[config.mk]
export PLATFORM = sky130hd
export DESIGN_NAME = spi_status_tx
export DESIGN_NICKNAME = d
export VERILOG_FILES = /design/src/rtl/spi_status_tx.sv
export SDC_FILE = /design/constraint.sdc
export NUM_CORES = 1
export LEC_CHECK = 0
export CAP_MARGIN = 30
export CORE_UTILIZATION = 53
export DETAILED_ROUTE_END_ITERATION = 6
export MAX_ROUTING_LAYER = met4
export PLACE_DENSITY = 0.77
export SYNTH_ARGS = -nofsm -noshare
export SYNTH_HDL_FRONTEND = slang
export SYNTH_SLANG_ARGS = --single-unit
[constraint.sdc]
create_clock -name clk -period 1.65 [get_ports clk]
set_clock_uncertainty 0.2 [all_clocks]
set_input_delay 0.2475 -clock clk [delete_from_list [all_inputs] [get_ports clk]]
set_output_delay 0.2475 -clock clk [all_outputs]
set_load 0.02 [all_outputs]
[src/rtl/spi_status_tx.sv]
// rtl/spi_status_tx.sv - SPI mode-0 status word transmitter with holding register
// Host-clocked serial output; SCK/CS are synchronized into clk before any edge is used.
module spi_status_tx #(
    parameter int WIDTH       = 16,
    parameter int SYNC_STAGES = 2
) (
    input  logic             clk,
    input  logic             rst,
    input  logic             cfg_cs,
    input  logic             cfg_sck,
    output logic             cfg_so,
    output logic             so_oe,
    input  logic [WIDTH-1:0] tx_data,
    input  logic             tx_valid,
    output logic             tx_ready,
    output logic             frame_done,
    output logic             frame_abort,
    output logic             underrun
);

    localparam int CW = $clog2(WIDTH + 1);
    localparam logic [CW-1:0] FULL_CNT = CW'(WIDTH);

    typedef enum logic [1:0] {
        WAIT_IDLE = 2'd0,
        IDLE      = 2'd1,
        SHIFT     = 2'd2
    } state_t;

    state_t state_q, state_d;

    logic [SYNC_STAGES-1:0] cs_sync_q, sck_sync_q;
    logic                   cs_prev_q, sck_prev_q;
    logic [SYNC_STAGES:0]   primed_q;

    logic [WIDTH-1:0] shift_q, shift_d;
    logic [WIDTH-1:0] hold_q, hold_d;
    logic             hold_full_q, hold_full_d;
    logic [CW-1:0]    cnt_q, cnt_d;
    logic             done_q, done_d;
    logic             abort_q, abort_d;
    logic             under_q, under_d;

    logic cs_s, sck_s;
    logic cs_fall, cs_rise, sck_rise, sck_fall;
    logic enter_shift, leave_shift, accept;

    assign cs_s     = cs_sync_q[SYNC_STAGES-1];
    assign sck_s    = sck_sync_q[SYNC_STAGES-1];
    assign cs_fall  = cs_prev_q & ~cs_s;
    assign cs_rise  = ~cs_prev_q & cs_s;
    assign sck_rise = ~sck_prev_q & sck_s;
    assign sck_fall = sck_prev_q & ~sck_s;

    // primed_q keeps WAIT_IDLE from trusting the reset value of the CS synchronizer,
    // so a CS held low across reset is never mistaken for an idle-high level.
    always_ff @(posedge clk) begin
        if (rst) begin
            cs_sync_q  <= '1;
            sck_sync_q <= '0;
            cs_prev_q  <= 1'b1;
            sck_prev_q <= 1'b0;
            primed_q   <= '0;
        end else begin
            cs_sync_q  <= {cs_sync_q[SYNC_STAGES-2:0], cfg_cs};
            sck_sync_q <= {sck_sync_q[SYNC_STAGES-2:0], cfg_sck};
            cs_prev_q  <= cs_s;
            sck_prev_q <= sck_s;
            primed_q   <= {primed_q[SYNC_STAGES-1:0], 1'b1};
        end
    end

    always_ff @(posedge clk) begin
        if (rst) begin
            state_q <= WAIT_IDLE;
        end else begin
            state_q <= state_d;
        end
    end

    always_comb begin
        state_d = state_q;
        case (state_q)
            WAIT_IDLE: if (primed_q[SYNC_STAGES] && cs_s) state_d = IDLE;
            IDLE:      if (cs_fall) state_d = SHIFT;
            SHIFT:     if (cs_rise) state_d = IDLE;
            default:   state_d = WAIT_IDLE;
        endcase
    end

    always_comb begin
        so_oe  = (state_q == SHIFT);
        cfg_so = (state_q == SHIFT) && shift_q[WIDTH-1] && (cnt_q != FULL_CNT);
    end

    assign enter_shift = (state_q == IDLE) && (state_d == SHIFT);
    assign leave_shift = (state_q == SHIFT) && (state_d == IDLE);
    assign accept      = tx_valid && !hold_full_q;
    assign tx_ready    = !hold_full_q;

    // An accept can only happen while the holding register is empty, so it never
    // races a load into the shift register: the frame takes zeros, the word waits.
    always_comb begin
        shift_d     = shift_q;
        cnt_d       = cnt_q;
        hold_d      = hold_q;
        hold_full_d = hold_full_q;
        under_d     = 1'b0;
        done_d      = 1'b0;
        abort_d     = 1'b0;

        if (enter_shift) begin
            shift_d     = hold_full_q ? hold_q : '0;
            cnt_d       = '0;
            under_d     = !hold_full_q;
            hold_full_d = 1'b0;
        end else if (state_q == SHIFT) begin
            if (sck_fall) begin
                shift_d = {shift_q[WIDTH-2:0], 1'b0};
            end
            if (sck_rise && (cnt_q != FULL_CNT)) begin
                cnt_d = cnt_q + CW'(1);
            end
        end

        if (leave_shift) begin
            done_d  = (cnt_q == FULL_CNT);
            abort_d = (cnt_q != FULL_CNT);
        end

        if (accept) begin
            hold_d      = tx_data;
            hold_full_d = 1'b1;
        end
    end

    always_ff @(posedge clk) begin
        if (rst) begin
            shift_q     <= '0;
            cnt_q       <= '0;
            hold_q      <= '0;
            hold_full_q <= 1'b0;
            under_q     <= 1'b0;
            done_q      <= 1'b0;
            abort_q     <= 1'b0;
        end else begin
            shift_q     <= shift_d;
            cnt_q       <= cnt_d;
            hold_q      <= hold_d;
            hold_full_q <= hold_full_d;
            under_q     <= under_d;
            done_q      <= done_d;
            abort_q     <= abort_d;
        end
    end

    assign frame_done  = done_q;
    assign frame_abort = abort_q;
    assign underrun    = under_q;

endmodule
==> out/metrics.sh, run 1 <==
CP.DEPTH=5
FINALWORSTPATHREQUIREDPERIOD_NS=1.72
SYNTHESIS.INSTANCES=226
POWER.IR.VDD_WORST_mV=0.611
DETAIL_ROUTE.DRC_VIOLATIONS=0
DIE-AREA_UM2=4130
FINALHOLDVIOLATIONS=0
CTS.REPORTEDPATHS.CLKPINSLEW_NS=0.09
TRITONCTS_BUFFERS=5
CLOCKBUFFERDEPTH=2
MAX_CAP_VIOL_COUNT=0
OUTCOME='complete, but fails checks'
GRT.TOTAL_USAGE_PCT=22.1
FLOORPLAN.IO_PINS=27
SYNTH.DISTINCT_CELLS=33
CTS_NUM_SINKS=52
DPL_WIRE_LENGTH_MM=2.61
CLOCK.FMAX_GHz=0.582
FIN_WS_NS=-0.0684
MULTIINPUTGATEAREA_UM2=935
DRT.ANTENNA.VIOLATING_NETS=0
TIMING.CRITICAL_PATH.CELLS='inv_2 > ha_4 > nand4bb_1 > and3_1 > buf_6'
AREA_GROWTH_SYN_TO_LAYOUT_PCT=30.4
POST_SYN_AREA_UM2=2060
FILLCELLCOUNT=283
CRITICAL_PATH.SLOWEST_CELL='sky130_fd_sc_hd__dfxtp_2'
INITIAL_CORE_UTIL_PCT=55.8
PERIOD_SHARE_PCT=104
CTS_TREE='built'
FIRST_PASS_GRT_WIRE_LENGTH_MM=6.84
YOSYSWARNINGCOUNT=0
WORST_SLEW_MARGIN_RELATIVE_TO_ITS_LIMIT_PCT=81.7
SYNTH.AVG_CELL_AREA_UM2=9.10
N_ANTENNA_CELL=0
DR.PASS1.ITERS=4
CP-END-KIND='primary output'
HOLDWS_NS=0.213
REG_TO_REG_SLACK_SETUP_NS=0.06
DRIVE_ABOVE_1_SHARE_PCT=21.5
AVGROUTEDWIREPERCELL_UM=12.4
YOSYS_REGISTER_BITS=52
HOLD_PATH_DEPTH=1
ROUTE.DETAILED.VIAS_PER_INST=5.17
GRT_ANTENNA_BEFORE_REPAIR=0
DETAILEDPLACE.WORSTSLACK_NS=-0.216
CRITICAL_PATH.N_BUFFERS_INVERTERS=2
GRT_SETUP_UNREPAIRED='true'
SYNTH.NET_COUNT=249
CTSHOLDBUFFERS=0
TIMING.FINAL.MAX_SLEW_VIOLATIONS=0
NUMPORTBUFFERS=26
CHIP_HEIGHT_UM=64.3
CRITICAL_PATH_PEAK_FANOUT=2
CRIT_PATH_KIND='flip-flop to primary output'
CTS-ROOT-BUF='sky130_fd_sc_hd__clkbuf_8'
POWER_PER_CELL_AREA_nW_PER_UM2=832
MIN-DELAY-PATH-CLASS='flip-flop to flip-flop'
FINAL_SETUP_VIOLATION_COUNT=1
CHIPWIDTH_UM=64.3
GR-TOTAL-OVERFLOW=0
STARTPOINT_TYPE='flip-flop'
CP_DATA_REQUIRED_TIME_NS=1.20
VIA_COUNT=1670
GPL.FINAL_WEIGHTED_CONGESTION=0.737
TIMING_WORST_SLEW_PIN_VALUE_NS=0.274
CRITPATHARRIVALTIME_NS=1.27
R2R-END='shift_q[6]$_SDFFE_PP0P_'
LARGEST_NET_DEGREE_AT_THE_START_OF_GLOBAL_ROUTING=22
MIN_DELAY_WORST_ENDPOINT='cs_sync_q[1]$_SDFF_PP1_'
GRT_PASS1_VIAS=1612
CTS_MAX_LEVEL=2
TOTAL_LEAKAGE_POWER_nW=1.11
TIMING.REG2REG.WORST_PATH_DEPTH=6
HOLD_START='cs_sync_q[0]$_SDFF_PP1_'
CORE_AREA_UM2=3690
REGTOREGSTARTPOINT='state_q[1]$_SDFF_PP0_'
CLOCK_LATENCY_NS=0.29
POSTROUTEWIRELENGTH_MM=4.01
VIOLATIONS_IN_THE_FINAL_REPORTS='setup timing'
FINAL-SEQ-AREA_UM2=1040
FP-ROW-COUNT=22
FIN_NETS=297
DELAY_CONTRIBUTED_BY_THE_SLOWEST_STAGE_OF_THE_CRITICAL_PATH_NS=0.33
CRIT_FAMILY='flip-flops'
YS_SEQ_AREA_SHARE_PCT=50.6
DETAIL_ROUTE.ITER0.VIOLATIONS=96
==> registers in the layout (all words and copies together) (netlist names) <==
name         flops
cnt_q            5
primed_q         3
frame_abort      1
cs_prev_q        1
shift_q         16
state_q          2
hold_q          16
sck_prev_q       1
underrun         1
cs_sync_q        2
sck_sync_q       2
frame_done       1
hold_full_q      1
==> cell families (layout without fill, tap and decap cells) <==
family | Yosys count | after routing | share of synthesized area (%)
buf+inv | 18 | 67 | 5.35
flops | 52 | 52 | 50.6
compound gates | 40 | 40 | 11.5
fa+ha+maj | 2 | 2 | 1.22
mux | 6 | 6 | 2.92
xor+xnor | 4 | 4 | 1.70
simple gates | 104 | 104 | 26.7
==> stage by stage <==
stage	utilization [%]	TNS (ns)	cells	power (mW)	instance area, um^2
finish	72.7	-0.0684	323	2.23	2680
global route	72.7	-0.172	323	2.34	2680
CTS	70.0	-0.0688	318	2.24	2580
detailed placement	67.7	-0.267	310	1.53	2500
global placement	67.7	-0.205	310	1.53	2500
floorplan	-	0	226	1.44	2060
==> per-layer routing <==
layer / global-route usage [%] / routed length, um / up-vias
met3: 6.61 / 122 / 11
met4: 6.67 / 92 / 0
li1: - / - / 848
met5: - / 0 / -
met2: 37.2 / 1960 / 33
met1: 25.1 / 1840 / 778
==> worst reg2reg max path, delay by kind of cell, from the launching register on <==
family,cells,cell delay [ns]
AND/OR/NAND/NOR,1,0.26
buffers and inverters,3,0.47
AO/OA/AOI/OAI,2,0.21
flip-flops,1,0.34
==> worst max-delay path by stage <==
stage | start | end | slack (ns)
after floorplan | cnt_q[0]$_SDFFE_PP0P_ | cfg_so | 0.18
after global placement | cnt_q[0]$_SDFFE_PP0P_ | cfg_so | -0.19
after detailed placement | cnt_q[0]$_SDFFE_PP0P_ | cfg_so | -0.22
after CTS | cnt_q[0]$_SDFFE_PP0P_ | cfg_so | -0.07
after global routing | cnt_q[1]$_SDFFE_PP0P_ | cfg_so | -0.15
final | cnt_q[1]$_SDFFE_PP0P_ | cfg_so | -0.07
==> final cells by class <==
| class | count | area share, % |
|---|---|---|
| repair buffers | 54 | 19.9 |
| inverters | 5 | 0.700 |
| flip-flops and latches | 52 | 39.0 |
| well taps | 48 | 2.24 |
| clock buffers | 8 | 3.36 |
| multi-input cells | 156 | 34.9 |
==> cells in the mapped netlist <==
cell type                   instances  area (um^2)
sky130_fd_sc_hd__xnor2_1            1         8.76
sky130_fd_sc_hd__clkbuf_1           4         15.0
sky130_fd_sc_hd__nand4bb_1          3         33.8
sky130_fd_sc_hd__o21ai_1            5         25.0
sky130_fd_sc_hd__inv_1              5         18.8
sky130_fd_sc_hd__a21oi_1           28          140
sky130_fd_sc_hd__or2_2              3         18.8
sky130_fd_sc_hd__and4bb_2           1         12.5
sky130_fd_sc_hd__nor3_2             1         10.0
sky130_fd_sc_hd__nor2b_1            7         43.8
sky130_fd_sc_hd__buf_6              5         56.3
sky130_fd_sc_hd__mux2i_1            6         60.1
sky130_fd_sc_hd__nand2b_4           1         13.8
sky130_fd_sc_hd__nand2_4            1         11.3
sky130_fd_sc_hd__buf_2              4         20.0
sky130_fd_sc_hd__xor2_1             3         26.3
sky130_fd_sc_hd__nor3_1             1         5.00
sky130_fd_sc_hd__o21ai_0            2         10.0
sky130_fd_sc_hd__and3_1             1         6.26
sky130_fd_sc_hd__a311oi_2           3         45.0
sky130_fd_sc_hd__nand2b_1           2         12.5
sky130_fd_sc_hd__nor3b_1            1         7.51
sky130_fd_sc_hd__o22a_1             1         8.76
sky130_fd_sc_hd__and2_1             1         6.26
sky130_fd_sc_hd__a22oi_1            1         7.51
sky130_fd_sc_hd__ha_1               2         25.0
sky130_fd_sc_hd__nor2_1            19         71.3
sky130_fd_sc_hd__nand2_1           50          188
sky130_fd_sc_hd__nand3_1            3         15.0
sky130_fd_sc_hd__nand4_1            2         12.5
sky130_fd_sc_hd__dfxtp_1           52         1040
sky130_fd_sc_hd__or3_1              1         6.26
sky130_fd_sc_hd__nor4_2             6         75.1
==> timing repair <==
item / 4_1_cts / 5_1_grt
endpoints found under the setup margin: 5 / 10
setup buffers: 0 / 4
resized for setup: 12 / 11
cloned: 0 / 1
pin swaps: 1 / 4
==> layout by cell type, fill, tap and decap left out, drive strengths merged <==
| cell type | instances |
|---|---|
| a22oi | 1 |
| a311oi | 3 |
| nand3 | 3 |
| clkbuf | 9 |
| clkdlybuf4s50 | 20 |
| or2 | 3 |
| nor4 | 6 |
| nor3 | 2 |
| and3 | 1 |
| and4bb | 1 |
| a21oi | 28 |
| nor2b | 7 |
| inv | 5 |
| nor2 | 19 |
| nor3b | 1 |
| and2 | 1 |
| xor2 | 3 |
| nand2 | 51 |
| mux2i | 6 |
| o21ai | 7 |
| nand2b | 3 |
| dlymetal6s2s | 1 |
| xnor2 | 1 |
| or3 | 1 |
| nand4 | 2 |
| dlygate4sd2 | 3 |
| nand4bb | 3 |
| ha | 2 |
| buf | 29 |
| o22a | 1 |
| dfxtp | 52 |
==> power breakdown <==
| group | leakage (nW) | switching [mW] | total [mW] | internal (mW) |
|---|---|---|---|---|
| Combinational | 0.644 | 0.0922 | 0.196 | 0.104 |
| Clock | 0.0455 | 0.379 | 0.722 | 0.343 |
| Sequential | 0.425 | 0.0196 | 1.31 | 1.29 |
(Power assumes the default switching activity.)
==> run 2: changes to the inputs <==
Settings changed: CTS_BUF_LIST from default to sky130_fd_sc_hd__clkbuf_16.
==> run 2 against run 1 <==
Net effect:
- the run still ends with setup timing left
- clock-buffer cell count shrank 3
- global-route usage grew 0.78 points
- core utilization grew 1.2 points
- die area is the same
- combinational power is essentially flat
- critical path type unchanged
- critical endpoint unchanged
- largest power group unchanged
==> out/metrics.sh, run 2 (synthesis gave the netlist of run 1 again) <==
FINALHOLDVIOLATIONS=0  # unchanged
VIA_COUNT=1701  # +1.9%
CTS_NUM_SINKS=52  # unchanged
DPL_WIRE_LENGTH_MM=2.61  # unchanged
FINALWORSTPATHREQUIREDPERIOD_NS=1.69  # -0.0308 ns
SHARE_COMB_OF_TOTAL_POWER_PCT=7.9  # -0.9 points
NUMPORTBUFFERS=26  # unchanged
LARGEST_NET_DEGREE_AT_THE_START_OF_GLOBAL_ROUTING=22  # unchanged
TRITONCTS_BUFFERS=5  # unchanged
MOSTFREQUENTLAYOUTCELL='sky130_fd_sc_hd__nand2_1'
DETAIL_ROUTE.DRC_VIOLATIONS=0  # unchanged
SW_FRAC_OF_TOTAL_PCT=21.5  # -0.47 points
TIMING.FINAL.MAX_SLEW_VIOLATIONS=0  # unchanged
VIOLATIONS_IN_THE_FINAL_REPORTS='setup timing'
POWER_PER_CELL_AREA_nW_PER_UM2=910  # +9.4%
GRT_SETUP_UNREPAIRED='true'
MAX_CAP_VIOL_COUNT=0  # unchanged
INITIAL_CORE_UTIL_PCT=55.8  # unchanged
PWR-SHARE-SEQ_PCT=53.0  # -5.9 points
CRIT_PATH_KIND='flip-flop to primary output'
FLOORPLAN.IO_PINS=27  # unchanged
CP_DATA_REQUIRED_TIME_NS=1.20  # about the same
DRT.ANTENNA.VIOLATING_NETS=0  # unchanged
CTSHOLDBUFFERS=0  # unchanged
CORE_AREA_UM2=3690  # unchanged
N_ANTENNA_CELL=0  # unchanged
PERIOD_SHARE_PCT=102  # -1.9 points
FILLCELLCOUNT=272  # -3.9%
DIE-AREA_UM2=4130  # unchanged
GR-TOTAL-OVERFLOW=0  # unchanged
FINAL_CELL_MIX='50 x sky130_fd_sc_hd__nand2_1, 49 x sky130_fd_sc_hd__dfxtp_1, 28 x sky130_fd_sc_hd__a21oi_1'
FIRST_PASS_GRT_WIRE_LENGTH_MM=7.00  # +2.3%
CTS-ROOT-BUF='sky130_fd_sc_hd__clkbuf_16'
STARTPOINT_TYPE='flip-flop'
DETAILED_PLACE.AREA_UM2=2500  # unchanged
CTS.REPORTEDPATHS.CLKPINSLEW_NS=0.06  # -0.03 ns
TOTAL_LEAKAGE_POWER_nW=1.15  # +3.4%
CLOCKBUFFERDEPTH=2  # unchanged
FP-ROW-COUNT=22  # unchanged
FIN_NETS=296  # -0.34%
GPL.FINAL_WEIGHTED_CONGESTION=0.737  # unchanged
CRITPATHARRIVALTIME_NS=1.24  # -0.03 ns
GRT_ANTENNA_BEFORE_REPAIR=0  # unchanged
POSTLAYOUTCELLAREA_UM2=2720  # +1.6%
FINAL_SETUP_VIOLATION_COUNT=1  # unchanged
MIN-DELAY-PATH-CLASS='flip-flop to flip-flop'
GRT.TOTAL_USAGE_PCT=22.9  # +0.78 points
CRITICAL_PATH_PEAK_FANOUT=2  # unchanged
DRIVE_ABOVE_1_SHARE_PCT=20.8  # -0.65 points
DR.PASS1.ITERS=4  # unchanged
DETAILEDPLACE.WORSTSLACK_NS=-0.216  # unchanged
AREA_GROWTH_SYN_TO_LAYOUT_PCT=32.4
P_SWITCHING_mW=0.534  # +8.7%
FIN_WS_NS=-0.0376  # +0.0308 ns
WORST_SLEW_MARGIN_RELATIVE_TO_ITS_LIMIT_PCT=81.9  # +0.19 points
ROUTE.DETAILED.VIAS_PER_INST=5.28  # +2.2%
CTS_TREE='built'
CLOCK.FMAX_GHz=0.593  # +1.8%
TIMING_WORST_SLEW_PIN_VALUE_NS=0.271  # -0.00291 ns
POWER.IR.VDD_WORST_mV=0.614  # +0.61%
GRT_PASS1_VIAS=1599  # -0.81%
POSTROUTEWIRELENGTH_MM=4.22  # +5.2%
CHIP_HEIGHT_UM=64.3  # unchanged
CLOCK_LATENCY_NS=0.29  # about the same
AVGROUTEDWIREPERCELL_UM=13.1  # +5.6%
P_CLK_SHARE_PCT=39.0  # +6.6 points
CP-END-KIND='primary output'
CELLINTERNALPOWER_mW=1.94  # +12%
DETAIL_ROUTE.ITER0.VIOLATIONS=80  # -17%
CHIPWIDTH_UM=64.3  # unchanged
CTS_MAX_LEVEL=2  # unchanged
REG.LARGEST.LIST='hold_q x16, shift_q x16, cnt_q x5'
OUTCOME='complete, but fails checks'
==> run 2: changes by cell type in the layout (fill, tap and decap cells not counted) <==
cell / before / now
sky130_fd_sc_hd__inv_1: 3 / 5
sky130_fd_sc_hd__clkbuf_8: 6 / 0
sky130_fd_sc_hd__dlygate4sd2_1: 3 / 2
sky130_fd_sc_hd__clkinv_1: 0 / 1
sky130_fd_sc_hd__clkbuf_1: 2 / 0
sky130_fd_sc_hd__buf_4: 23 / 22
sky130_fd_sc_hd__dlymetal6s2s_1: 1 / 2
sky130_fd_sc_hd__clkbuf_16: 1 / 6
==> run 2: worst max-delay path, stage by stage (launching register included) <==
cell and delay [ns]:
sky130_fd_sc_hd__dfxtp_2 0.32, sky130_fd_sc_hd__inv_2 0.07, sky130_fd_sc_hd__ha_4 0.13, sky130_fd_sc_hd__nand4bb_1 0.13
sky130_fd_sc_hd__and3_1 0.18, sky130_fd_sc_hd__buf_6 0.13
==> run 2: through the flow <==
stage / util, % / setup TNS [ns] / hold WS [ns] / std cells / power (mW)
floorplan: - / 0 / 0.132 / 226 / 1.44
global placement: 67.7 / -0.205 / 0.191 / 310 / 1.53
detailed placement: 67.7 / -0.267 / 0.195 / 310 / 1.53
CTS: 71.2 / -0.109 / 0.210 / 318 / 2.48
global route: 73.8 / -0.109 / 0.235 / 322 / 2.57
finish: 73.8 / -0.0376 / 0.208 / 322 / 2.48
==> run 2: metal layers <==
metal	share of wire, %	GRT usage, %	vias to the layer above
li1	-	-	849
met3	4.3	6.07	9
met5	0	-	-
met2	50	38.7	43
met1	43	25.8	800
met4	2.4	8.33	0
==> run 2: final timing paths <==
check	cells after the start	slack [ns]	to	from
setup / recovery	5	-0.04	cfg_so	cnt_q[1]$_SDFFE_PP0P_
hold / removal	1	0.21	cs_sync_q[1]$_SDFF_PP1_	cs_sync_q[0]$_SDFF_PP1_
setup reg to reg	6	0.05	shift_q[6]$_SDFFE_PP0P_	state_q[1]$_SDFF_PP0_
hold reg to reg	1	0.21	cs_sync_q[1]$_SDFF_PP1_	cs_sync_q[0]$_SDFF_PP1_
==> run 2: timing repair <==
action | in CTS | in global routing
pin swaps | 0 | 4
resized for setup | 9 | 14
gates cloned | 0 | 1
setup endpoints to repair | 4 | 9
buffers inserted | 0 | 3
endpoints found under the hold margin | 0 | 0
==> run 2: power by group through the flow <==
stage	clock network, mW	registers, mW	logic [mW]
after global routing	1.03	1.32	0.218
after detailed placement	0	1.34	0.192
after floorplan	0	1.34	0.0993
after CTS	0.971	1.31	0.193
final	0.967	1.31	0.197
after global placement	0	1.34	0.191
==> run 2: area by class of cell <==
class | count | area [um^2] | share of cell area, %
clock buffer | 5 | 125 | 4.59
clock inverter | 3 | 11.3 | 0.413
inverter | 5 | 18.8 | 0.689
multi-input combinational | 156 | 935 | 34.3
sequential | 52 | 1040 | 38.4
tap | 48 | 60.1 | 2.20
timing repair buffer | 53 | 529 | 19.4
==> run 3: changes to the inputs <==
Clock period 1.65 ns to 1.9 ns, I/O delays scaled along.
==> run 3 against run 2 <==
Net effect:
- clock-buffer cell count unchanged
- sequential power is 13% lower
- via count is 7.0% lower
- register-to-register slack gained 0.15 ns
- core utilization decreased by 4.8 points
- the flow now finishes without violations
- critical path depth decreased by 3
- cell count is 4.0% lower
- global-route usage fell by 0.50 points
- die area stayed put
- hold slack gained 0.0056 ns
==> out/metrics.sh, run 3 (synthesis gave the netlist of run 1 again) <==
OUTCOME='finished, final reports clean'
TIMING.CRITICAL_PATH.CELLS='inv_1 > clkdlybuf4s50_1'
VIA_COUNT=1582  # -7.0%
CRIT_FAMILY='buffers and inverters'
DRT.ANTENNA.VIOLATING_NETS=0  # unchanged
WORST_SLEW_MARGIN_RELATIVE_TO_ITS_LIMIT_PCT=63.4  # -19 points
NUMPORTBUFFERS=26  # unchanged
P_SWITCHING_mW=0.450  # -16%
GRT_SETUP_UNREPAIRED='false'
POWER.IR.VDD_WORST_mV=0.574  # -6.6%
REG.LARGEST.LIST='hold_q x16, shift_q x16, cnt_q x5'
INITIAL_CORE_UTIL_PCT=55.8  # unchanged
CRIT_PATH_KIND='flip-flop to primary output'
GR-TOTAL-OVERFLOW=0  # unchanged
POST-ROUTE-UTIL_PCT=69.0  # -4.8 points
MOSTFREQUENTLAYOUTCELL='sky130_fd_sc_hd__dfxtp_1'
CRITICAL_PATH.N_BUFFERS_INVERTERS=2  # unchanged
CLOCKBUFFERDEPTH=2  # unchanged
HOLD_START='cs_sync_q[0]$_SDFF_PP1_'
STARTPOINT_TYPE='flip-flop'
DPL_WIRE_LENGTH_MM=2.69  # +3.2%
CLOCK_LATENCY_NS=0.28  # about the same
N_ANTENNA_CELL=0  # unchanged
FINALHOLDVIOLATIONS=0  # unchanged
FIRST_PASS_GRT_WIRE_LENGTH_MM=6.91  # -1.3%
HOLD_PATH_DEPTH=1  # unchanged
FINALWORSTPATHREQUIREDPERIOD_NS=1.80
SW_FRAC_OF_TOTAL_PCT=21.1  # -0.41 points
P_CLK_SHARE_PCT=39.0  # about the same
R2R-END='shift_q[1]$_SDFFE_PP0P_'
DETAIL_ROUTE.DRC_VIOLATIONS=0  # unchanged
POSTLAYOUTCELLAREA_UM2=2550  # -6.5%
PWR-SHARE-SEQ_PCT=53.6  # +0.6 points
CORE_AREA_UM2=3690  # unchanged
REGTOREGSTARTPOINT='state_q[1]$_SDFF_PP0_'
FLOORPLAN.IO_PINS=27  # unchanged
TIMING_WORST_SLEW_PIN_VALUE_NS=0.547  # +0.276 ns
CLOCK.FMAX_GHz=0.557
CRITICAL_PATH_PEAK_FANOUT=3  # +1
TIMING.FINAL.MAX_SLEW_VIOLATIONS=0  # unchanged
GPL.FINAL_WEIGHTED_CONGESTION=0.749  # +1.6%
MIN-DELAY-PATH-CLASS='flip-flop to flip-flop'
DIE-AREA_UM2=4130  # unchanged
ROUTE.DETAILED.VIAS_PER_INST=5.12  # -3.1%
POWER_PER_CELL_AREA_nW_PER_UM2=836  # -8.1%
FINAL_SETUP_VIOLATION_COUNT=0  # -1
DETAILED_PLACE.AREA_UM2=2420  # -3.2%
CHIP_HEIGHT_UM=64.3  # unchanged
MIN_DELAY_WORST_ENDPOINT='cs_sync_q[1]$_SDFF_PP1_'
AREA_GROWTH_SYN_TO_LAYOUT_PCT=23.8
GRT_ANTENNA_BEFORE_REPAIR=0  # unchanged
POSTROUTEWIRELENGTH_MM=3.85  # -8.9%
GRT_PASS1_VIAS=1549  # -3.1%
CTS_TREE='built'
MAX_CAP_VIOL_COUNT=0  # unchanged
CTS_MAX_LEVEL=2  # unchanged
DELAY_CONTRIBUTED_BY_THE_SLOWEST_STAGE_OF_THE_CRITICAL_PATH_NS=0.62  # +0.30 ns
CELLINTERNALPOWER_mW=1.68  # -14%
FINAL_CELL_MIX='52 x sky130_fd_sc_hd__dfxtp_1, 50 x sky130_fd_sc_hd__nand2_1, 28 x sky130_fd_sc_hd__a21oi_1'
FP-ROW-COUNT=22  # unchanged
AVGROUTEDWIREPERCELL_UM=12.4  # -5.1%
REG_TO_REG_SLACK_SETUP_NS=0.20  # +0.15 ns
GRT.TOTAL_USAGE_PCT=22.4  # -0.50 points
TOTAL_LEAKAGE_POWER_nW=1.02  # -11%
TRITONCTS_BUFFERS=5  # unchanged
CP_DATA_REQUIRED_TIME_NS=1.41  # +0.21 ns
DR.PASS1.ITERS=4  # unchanged
CTS.REPORTEDPATHS.CLKPINSLEW_NS=0.06  # about the same
FIN_NETS=283  # -4.4%
CRITICAL_PATH.SLOWEST_CELL='sky130_fd_sc_hd__clkdlybuf4s50_1'
LARGEST_NET_DEGREE_AT_THE_START_OF_GLOBAL_ROUTING=22  # unchanged
CTSHOLDBUFFERS=0  # unchanged
CTS_NUM_SINKS=52  # unchanged
TIMING.REG2REG.WORST_PATH_DEPTH=5  # -1
POST_CTS.RESIZED_INSTANCES=4  # -5
DETAIL_ROUTE.ITER0.VIOLATIONS=63  # -21%
CHIPWIDTH_UM=64.3  # unchanged
POSTCTSSETUPBUFFERS=0  # unchanged
CP-END-KIND='primary output'
CRITPATHARRIVALTIME_NS=1.31  # +0.07 ns
PERIOD_SHARE_PCT=94.5
SHARE_COMB_OF_TOTAL_POWER_PCT=7.4  # -0.5 points
DRIVE_ABOVE_1_SHARE_PCT=13.8  # -7.0 points
CTS-ROOT-BUF='sky130_fd_sc_hd__clkbuf_16'
## run 3: changes by cell type in the layout (fill, tap and decap cells not counted), sizes merged
cell,before,now
buf,28,15
clkdlybuf4s50,20,24
dlymetal6s2s,2,0
clkbuf,6,5
dlygate4sd2,2,1
## run 3: per-layer routing
| layer | part of all wire (%) | wire [um] | track usage (%) | vias up |
|---|---|---|---|---|
| met5 | 0 | 0 | - | - |
| met4 | 0.62 | 24 | 8.89 | 0 |
| met3 | 3.0 | 116 | 4.46 | 2 |
| met2 | 50 | 1940 | 37.5 | 30 |
| met1 | 46 | 1770 | 26.2 | 728 |
| li1 | - | - | - | 822 |
## run 3: stage by stage
| step | setup slack (ns) | hold slack (ns) | total power [mW] | setup TNS [ns] | instances |
|---|---|---|---|---|---|
| 2_1_floorplan | 0.392 | 0.170 | 1.25 | 0 | 226 |
| 3_3_place_gp | 0.0203 | 0.192 | 1.32 | 0 | 301 |
| 3_5_place_dp | -0.00450 | 0.195 | 1.32 | -0.00450 | 301 |
| 4_1_cts | 0.0306 | 0.211 | 2.14 | 0 | 309 |
| 5_1_grt | 0.0409 | 0.248 | 2.21 | 0 | 309 |
| 6_report | 0.104 | 0.213 | 2.13 | 0 | 309 |
## run 3: cell type report
cell class | instances | area, um^2
Multi-Input combinational cell | 156 | 906
Clock buffer | 5 | 125
Fill cell | 299 | 1140
Sequential cell | 52 | 1040
Clock inverter | 3 | 11.3
Timing Repair Buffer | 40 | 384
Inverter | 5 | 18.8
Tap cell | 48 | 60.1
## run 3: how the worst max path moves through the flow
stage,slack (ns),depth (start not counted),to,from
2_1_floorplan,0.39,4,cfg_so,cnt_q[0]$_SDFFE_PP0P_
3_3_place_gp,0.02,5,cfg_so,cnt_q[0]$_SDFFE_PP0P_
3_5_place_dp,-0.004,5,cfg_so,cnt_q[0]$_SDFFE_PP0P_
4_1_cts,0.03,5,cfg_so,cnt_q[0]$_SDFFE_PP0P_
5_1_grt,0.04,5,shift_q[1]$_SDFFE_PP0P_,state_q[1]$_SDFF_PP0_
6_report,0.10,2,tx_ready,hold_full_q$_SDFFE_PP0P_
## run 3: power by group through the flow
stage               logic [mW]  registers [mW]  clock network, mW
floorplan               0.0862            1.16                  0
global placement         0.155            1.16                  0
detailed placement       0.158            1.17                  0
CTS                      0.159            1.14              0.843
global route             0.177            1.15              0.884
finish                   0.157            1.14              0.830
